**src/rtl/mem_arb_pkg.sv**
```systemverilog
// Shared types for the data-memory port arbiter.
//   arb_state_t : arbitration priority state (CPU-first or forced DMA turn)
//   rd_owner_t  : which requester owns the read data returning next cycle
package mem_arb_pkg;

   typedef enum logic {
      PRI_CPU = 1'b0,
      PRI_DMA = 1'b1
   } arb_state_t;

   typedef enum logic [1:0] {
      OWN_NONE = 2'd0,
      OWN_CPU  = 2'd1,
      OWN_DMA  = 2'd2
   } rd_owner_t;

endpackage

```
**src/rtl/mem_port_arbiter.sv**
```systemverilog
// Shares one single-port synchronous data memory between the pipeline MEM
// stage (CPU) and the DMA/loader engine.
//
// The CPU wins contested cycles by default. After STARVE_LIMIT consecutive
// DMA losses, the DMA gets exactly one forced grant. Read data comes back one
// cycle after the grant and goes only to the requester that issued the read.
//
// Ports:
//   clk, rst                        clock, async active-high reset
//   cpu_req/we/addr/wdata           CPU request side
//   cpu_rdata, cpu_rvalid           CPU read return
//   cpu_stall                       CPU request not granted this cycle
//   dma_req/we/addr/wdata           DMA request side
//   dma_gnt                         DMA request accepted this cycle
//   dma_rdata, dma_rvalid           DMA read return
//   mem_en/we/addr/wdata            memory command (combinational from winner)
//   mem_rdata                       memory read data (cycle after read)
module mem_port_arbiter
   import mem_arb_pkg::*;
#(
   parameter int ARQ              = 16,
   parameter int MEMORY_ADDR_SIZE = 13,
   parameter int STARVE_LIMIT     = 4
) (
   input  logic                        clk,
   input  logic                        rst,
   input  logic                        cpu_req,
   input  logic                        cpu_we,
   input  logic [MEMORY_ADDR_SIZE-1:0] cpu_addr,
   input  logic [ARQ-1:0]              cpu_wdata,
   output logic [ARQ-1:0]              cpu_rdata,
   output logic                        cpu_rvalid,
   output logic                        cpu_stall,
   input  logic                        dma_req,
   input  logic                        dma_we,
   input  logic [MEMORY_ADDR_SIZE-1:0] dma_addr,
   input  logic [ARQ-1:0]              dma_wdata,
   output logic                        dma_gnt,
   output logic [ARQ-1:0]              dma_rdata,
   output logic                        dma_rvalid,
   output logic                        mem_en,
   output logic                        mem_we,
   output logic [MEMORY_ADDR_SIZE-1:0] mem_addr,
   output logic [ARQ-1:0]              mem_wdata,
   input  logic [ARQ-1:0]              mem_rdata
);

   localparam logic [3:0] STARVE_LIM = 4'(STARVE_LIMIT);

   arb_state_t state_r;
   arb_state_t state_nxt_s;
   logic [3:0] starve_cnt_r;
   logic [3:0] starve_cnt_nxt_s;
   rd_owner_t  rd_owner_r;
   rd_owner_t  rd_owner_nxt_s;
   logic [ARQ-1:0] cpu_hold_r;
   logic [ARQ-1:0] dma_hold_r;

   logic cpu_win_s;
   logic dma_win_s;

   // Winner selection; both grants are suppressed while reset is asserted.
   always_comb begin
      cpu_win_s = 1'b0;
      dma_win_s = 1'b0;
      if (rst) begin
         cpu_win_s = 1'b0;
         dma_win_s = 1'b0;
      end else begin
         // DMA wins when uncontested, or when it holds the forced turn.
         if (dma_req && (!cpu_req || (state_r == PRI_DMA))) begin
            dma_win_s = 1'b1;
         end else begin
            dma_win_s = 1'b0;
         end
         cpu_win_s = cpu_req & ~dma_win_s;
      end
   end

   // Handshake outputs.
   always_comb begin
      cpu_stall = cpu_req & ~cpu_win_s & ~rst;
      dma_gnt   = dma_req & dma_win_s;
   end

   // Memory command mux; idle cycles drive an all-zero command.
   always_comb begin
      mem_en    = 1'b0;
      mem_we    = 1'b0;
      mem_addr  = '0;
      mem_wdata = '0;
      if (cpu_win_s) begin
         mem_en    = 1'b1;
         mem_we    = cpu_we;
         mem_addr  = cpu_addr;
         mem_wdata = cpu_wdata;
      end else if (dma_win_s) begin
         mem_en    = 1'b1;
         mem_we    = dma_we;
         mem_addr  = dma_addr;
         mem_wdata = dma_wdata;
      end else begin
         mem_en    = 1'b0;
      end
   end

   // Priority FSM and starvation counter next-state.
   always_comb begin
      state_nxt_s      = state_r;
      starve_cnt_nxt_s = starve_cnt_r;
      case (state_r)
         PRI_CPU: begin
            if (dma_win_s) begin
               starve_cnt_nxt_s = 4'd0;
            end else if (dma_req) begin
               if ((starve_cnt_r + 4'd1) == STARVE_LIM) begin
                  state_nxt_s      = PRI_DMA;
                  starve_cnt_nxt_s = 4'd0;
               end else begin
                  starve_cnt_nxt_s = starve_cnt_r + 4'd1;
               end
            end else begin
               starve_cnt_nxt_s = starve_cnt_r;
            end
         end
         PRI_DMA: begin
            // A present dma_req always wins here, so the forced turn is
            // consumed in one cycle; a dropped request also ends it.
            state_nxt_s      = PRI_CPU;
            starve_cnt_nxt_s = 4'd0;
         end
         default: begin
            state_nxt_s      = PRI_CPU;
            starve_cnt_nxt_s = 4'd0;
         end
      endcase
   end

   // Records who receives the read data returning next cycle.
   always_comb begin
      rd_owner_nxt_s = OWN_NONE;
      if (cpu_win_s && !cpu_we) begin
         rd_owner_nxt_s = OWN_CPU;
      end else if (dma_win_s && !dma_we) begin
         rd_owner_nxt_s = OWN_DMA;
      end else begin
         rd_owner_nxt_s = OWN_NONE;
      end
   end

   // State, counter and read-owner registers.
   always_ff @(posedge clk or posedge rst) begin
      if (rst) begin
         state_r      <= PRI_CPU;
         starve_cnt_r <= 4'd0;
         rd_owner_r   <= OWN_NONE;
      end else begin
         state_r      <= state_nxt_s;
         starve_cnt_r <= starve_cnt_nxt_s;
         rd_owner_r   <= rd_owner_nxt_s;
      end
   end

   // Per-requester hold of the last delivered read word.
   always_ff @(posedge clk or posedge rst) begin
      if (rst) begin
         cpu_hold_r <= '0;
         dma_hold_r <= '0;
      end else begin
         if (rd_owner_r == OWN_CPU) begin
            cpu_hold_r <= mem_rdata;
         end
         if (rd_owner_r == OWN_DMA) begin
            dma_hold_r <= mem_rdata;
         end
      end
   end

   // Read return: the owner sees live memory data, the other keeps its hold.
   always_comb begin
      cpu_rvalid = (rd_owner_r == OWN_CPU);
      dma_rvalid = (rd_owner_r == OWN_DMA);
      if (rd_owner_r == OWN_CPU) begin
         cpu_rdata = mem_rdata;
      end else begin
         cpu_rdata = cpu_hold_r;
      end
      if (rd_owner_r == OWN_DMA) begin
         dma_rdata = mem_rdata;
      end else begin
         dma_rdata = dma_hold_r;
      end
   end

endmodule

```
**config.mk**
```make
export PLATFORM = sky130hd
export DESIGN_NAME = mem_port_arbiter
export DESIGN_NICKNAME = d
export VERILOG_FILES = /design/src/rtl/mem_arb_pkg.sv /design/src/rtl/mem_port_arbiter.sv
export SDC_FILE = /design/constraint.sdc
export NUM_CORES = 1
export LEC_CHECK = 0
export CAP_MARGIN = 20
export CORE_ASPECT_RATIO = 0.75
export CORE_MARGIN = 1.5
export CORE_UTILIZATION = 34
export DETAILED_ROUTE_END_ITERATION = 7
export PLACE_DENSITY = 0.88
export SLEW_MARGIN = 30
export SYNTH_ARGS = -nofsm -noshare
export SYNTH_HDL_FRONTEND = slang
export SYNTH_SLANG_ARGS = --single-unit
```
**constraint.sdc**
```tcl
create_clock -name clk -period 2.4 [get_ports clk]
set_input_delay 0.24 -clock clk [delete_from_list [all_inputs] [get_ports clk]]
set_output_delay 0.24 -clock clk [all_outputs]
set_load 0.05 [all_outputs]
```
==> impl_metrics.tcl <==
set metrics [dict create \
    period_minus_slack_ns 2.13 \
    post-dp-hpwl_mm 4.77 \
    dp.cells 366 \
    worst_hold_slack_ns 0.500 \
    cp_cell_sequence "clkdlybuf4s50_1 > clkinvlp_4 > nand2_1 > a21oi_2 > buf_12 > a22o_1 > buf_4" \
    synth_compound_area_share_pct 16.5 \
    final_max_slew_viol_count 0 \
    critical_path_arrival_ns 1.89 \
    cts_hold_buf 0 \
    grt_pass1_wl_mm 8.89 \
    cts-buffers-inserted 5 \
    setup_violations 0 \
    yosysWarnings 0 \
    status "complete, no violations" \
    clockRootBuffer "clkbuf_8" \
    clk_latency_ns 0.29 \
    ios 147 \
    fin_cells 374 \
    irDropWorstVdd_uv 485 \
    wl_met3_um 188 \
    async_reset_ff_share_pct 100 \
    initial_core_util_pct 35.8 \
    startpoint_type "primary input" \
    ys_top_cells_by_area "dfrtp_1, mux2_2, a22o_1" \
    synthSimpleGateAreaFrac_pct 7.36 \
    portBuffers 146 \
    cts.sinks 39 \
    synth_ff_type "dfrtp_1" \
    syn-cell-area_um2 1940 \
    ys_seq_area_share_pct 50.4 \
    critical-path-max-stage-delay_ns 0.51 \
    nets 380 \
    maxSlewHeadroom_pct 67.1 \
    grt_pass1_vias 1733 \
    finClkSkew_ns 0.00622 \
    fp-row-count 23 \
    vias_per_cell 4.71 \
    hp-start "dma_hold_r[13]" \
    fmax_ghz 0.470 \
    drc_errors 0 \
    cts_buffer_depth 2 \
    clk_pin_slew_ns 0.08 \
    post-route-util_pct 68.3 \
    yosysTopAreaCellShare_pct 50.4 \
    rr_startpoint "state_r" \
    dp_slack_ns 0.287 \
    hold_path_depth 1 \
    htree_levels 2 \
    syn2layout_area_growth_pct 90.9 \
    final_area_um2 3700 \
    grt_start_max_net_pins 40 \
    firstDrtPassIters 4 \
    grt_util_all_layers_pct 18.6 \
    end_kind "output pin" \
    final_hold_viol_count 0 \
    wl_met1_mm 2.51 \
    hold_end "dma_hold_r[13]" \
    critical-path-slowest-cell "clkdlybuf4s50_1" \
    power_density_nw_per_um2 820 \
    synth_most_common_cell "dfrtp_1" \
    wire_per_inst_um 16.1 \
    wl_mm 6.01 \
    setup_slack_ns 0.273 \
    route.met2.wl_mm 3.24 \
    rsz0062_at_grt "false" \
    drtIter0Drc 47 \
    place_congestion 0.705 \
    place_area_um2 3580 \
    power.leakage_nw 1.66 \
    cts_tree "done" \
    drive_above_1_share_pct 41.1 \
    diodes 0 \
    worst-r2r-setup-slack_ns 0.88 \
    syn_area_per_cell_um2 12.9 \
    drv_cap 0 \
    finalCritPeriodShare_pct 88.6 \
    final.setup.tns_ns 0 \
    synth_nets 232 \
    synth_top_family_by_area "multiplexers" \
    top_layer_used "met4" \
    die_area_um2 6160 \
    coreArea_um2 5410 \
    final_antenna_net_count 0 \
    worstMarginPinSlew_ns 0.494 \
    ys_top_cells_by_count "dfrtp_1, mux2_2, a22o_1" \
    syn_inst 150 \
    synth_xor_area_share_pct 0.452 \
    cp_top_family "buffers and inverters" \
    totalPowerFinal_mw 3.03 \
    hp-class "reg2reg" \
    ys_ff_latch 39 \
    synthAdderAreaFrac_pct 1.29 \
    critPathMaxFanout 25 \
    reg2reg_depth 5 \
    die_w_um 90.2 \
    antenna_found_initial 0 \
    post_cts_buffers 0 \
    post-synth-top-area-cell "dfrtp_1" \
    die_height_um 68.4 \
    vias 1762 \
    grt_overflow 0 \
    critical_path_class "in2out" \
    ys_types 30 \
    critical_path_required_ns 2.16 \
    synthMuxAreaShare_pct 19.7 \
    path_buf_inv 4 \
    cts_resized 0 \
    rr_endpoint "starve_cnt_r[1]" \
    synth-edff-count 0 \
]
cell type report:
| class | instances | area, µm² |
|---|---|---|
| Fill cell | 429 | 1710 |
| Timing Repair Buffer | 152 | 1610 |
| Sequential cell | 39 | 976 |
| Multi-Input combinational cell | 97 | 881 |
| Tap cell | 75 | 93.8 |
| Clock buffer | 6 | 82.6 |
| Clock inverter | 2 | 35.0 |
| Inverter | 3 | 15.0 |
registers in the layout, indices dropped and copies added (netlist names):
register	count
dma_hold_r	16
state_r	1
cpu_hold_r	16
rd_owner_r	2
starve_cnt_r	4
where the power goes:
| group | switching, mW | internal [mW] | total (mW) | leakage (nW) |
|---|---|---|---|---|
| Combinational | 0.906 | 0.689 | 1.60 | 1.14 |
| Clock | 0.227 | 0.336 | 0.564 | 0.0612 |
| Sequential | 0.0614 | 0.810 | 0.872 | 0.462 |
per-layer routing:
layer / vias to the layer above / GRT usage (%)
met5: - / 0
met4: 0 / 5.16
met3: 6 / 3.67
met2: 50 / 32.2
met1: 850 / 24.1
li1: 856 / -
cells by family after synthesis:
kind of cell / count (synthesis)
adders and majority gates: 2
muxes: 34
buffers and inverters: 14
AOI/OAI and AO/OA: 38
DFF: 39
xor gates and xnor gates: 1
and+or+nand+nor: 22
worst register-to-register path: stages (launching register included):
cell and delay [ns]:
dfrtp_1 0.50, nor2b_2 0.10, nor3b_4 0.19, buf_4 0.28
nor3b_1 0.10, a32o_1 0.25
worst max path at each step:
stage	start	end	depth (start not counted)
after global placement	dma_req	mem_addr[8]	5
after floorplan	rst	mem_addr[0]	5
final	rst	mem_addr[8]	7
after detailed placement	rst	mem_addr[8]	7
after CTS	rst	mem_addr[8]	7
after global routing	dma_req	mem_addr[8]	5
layout by cell type, fill, tap and decap left out:
master / count
clkinv_2: 1
nand3_1: 1
a22oi_1: 1
and3b_2: 1
ha_1: 2
a22o_2: 2
a21oi_2: 1
dfrtp_1: 39
or2_2: 1
xnor2_1: 1
o22ai_1: 1
and3_1: 1
nor3b_4: 1
mux2i_1: 1
a22o_1: 29
mux2_2: 33
nor2b_2: 1
and2b_2: 1
nor2b_1: 6
bufinv_16: 1
nor2_1: 3
nand2b_1: 1
a21oi_1: 1
a32o_1: 1
nor3_1: 1
o21ai_0: 1
clkbuf_8: 6
buf_12: 22
inv_1: 2
nor3b_1: 1
buf_4: 51
clkinvlp_4: 1
a31oi_1: 1
nand2_1: 3
clkdlybuf4s50_1: 79
No activity file was read; power rests on OpenSTA's default activity.
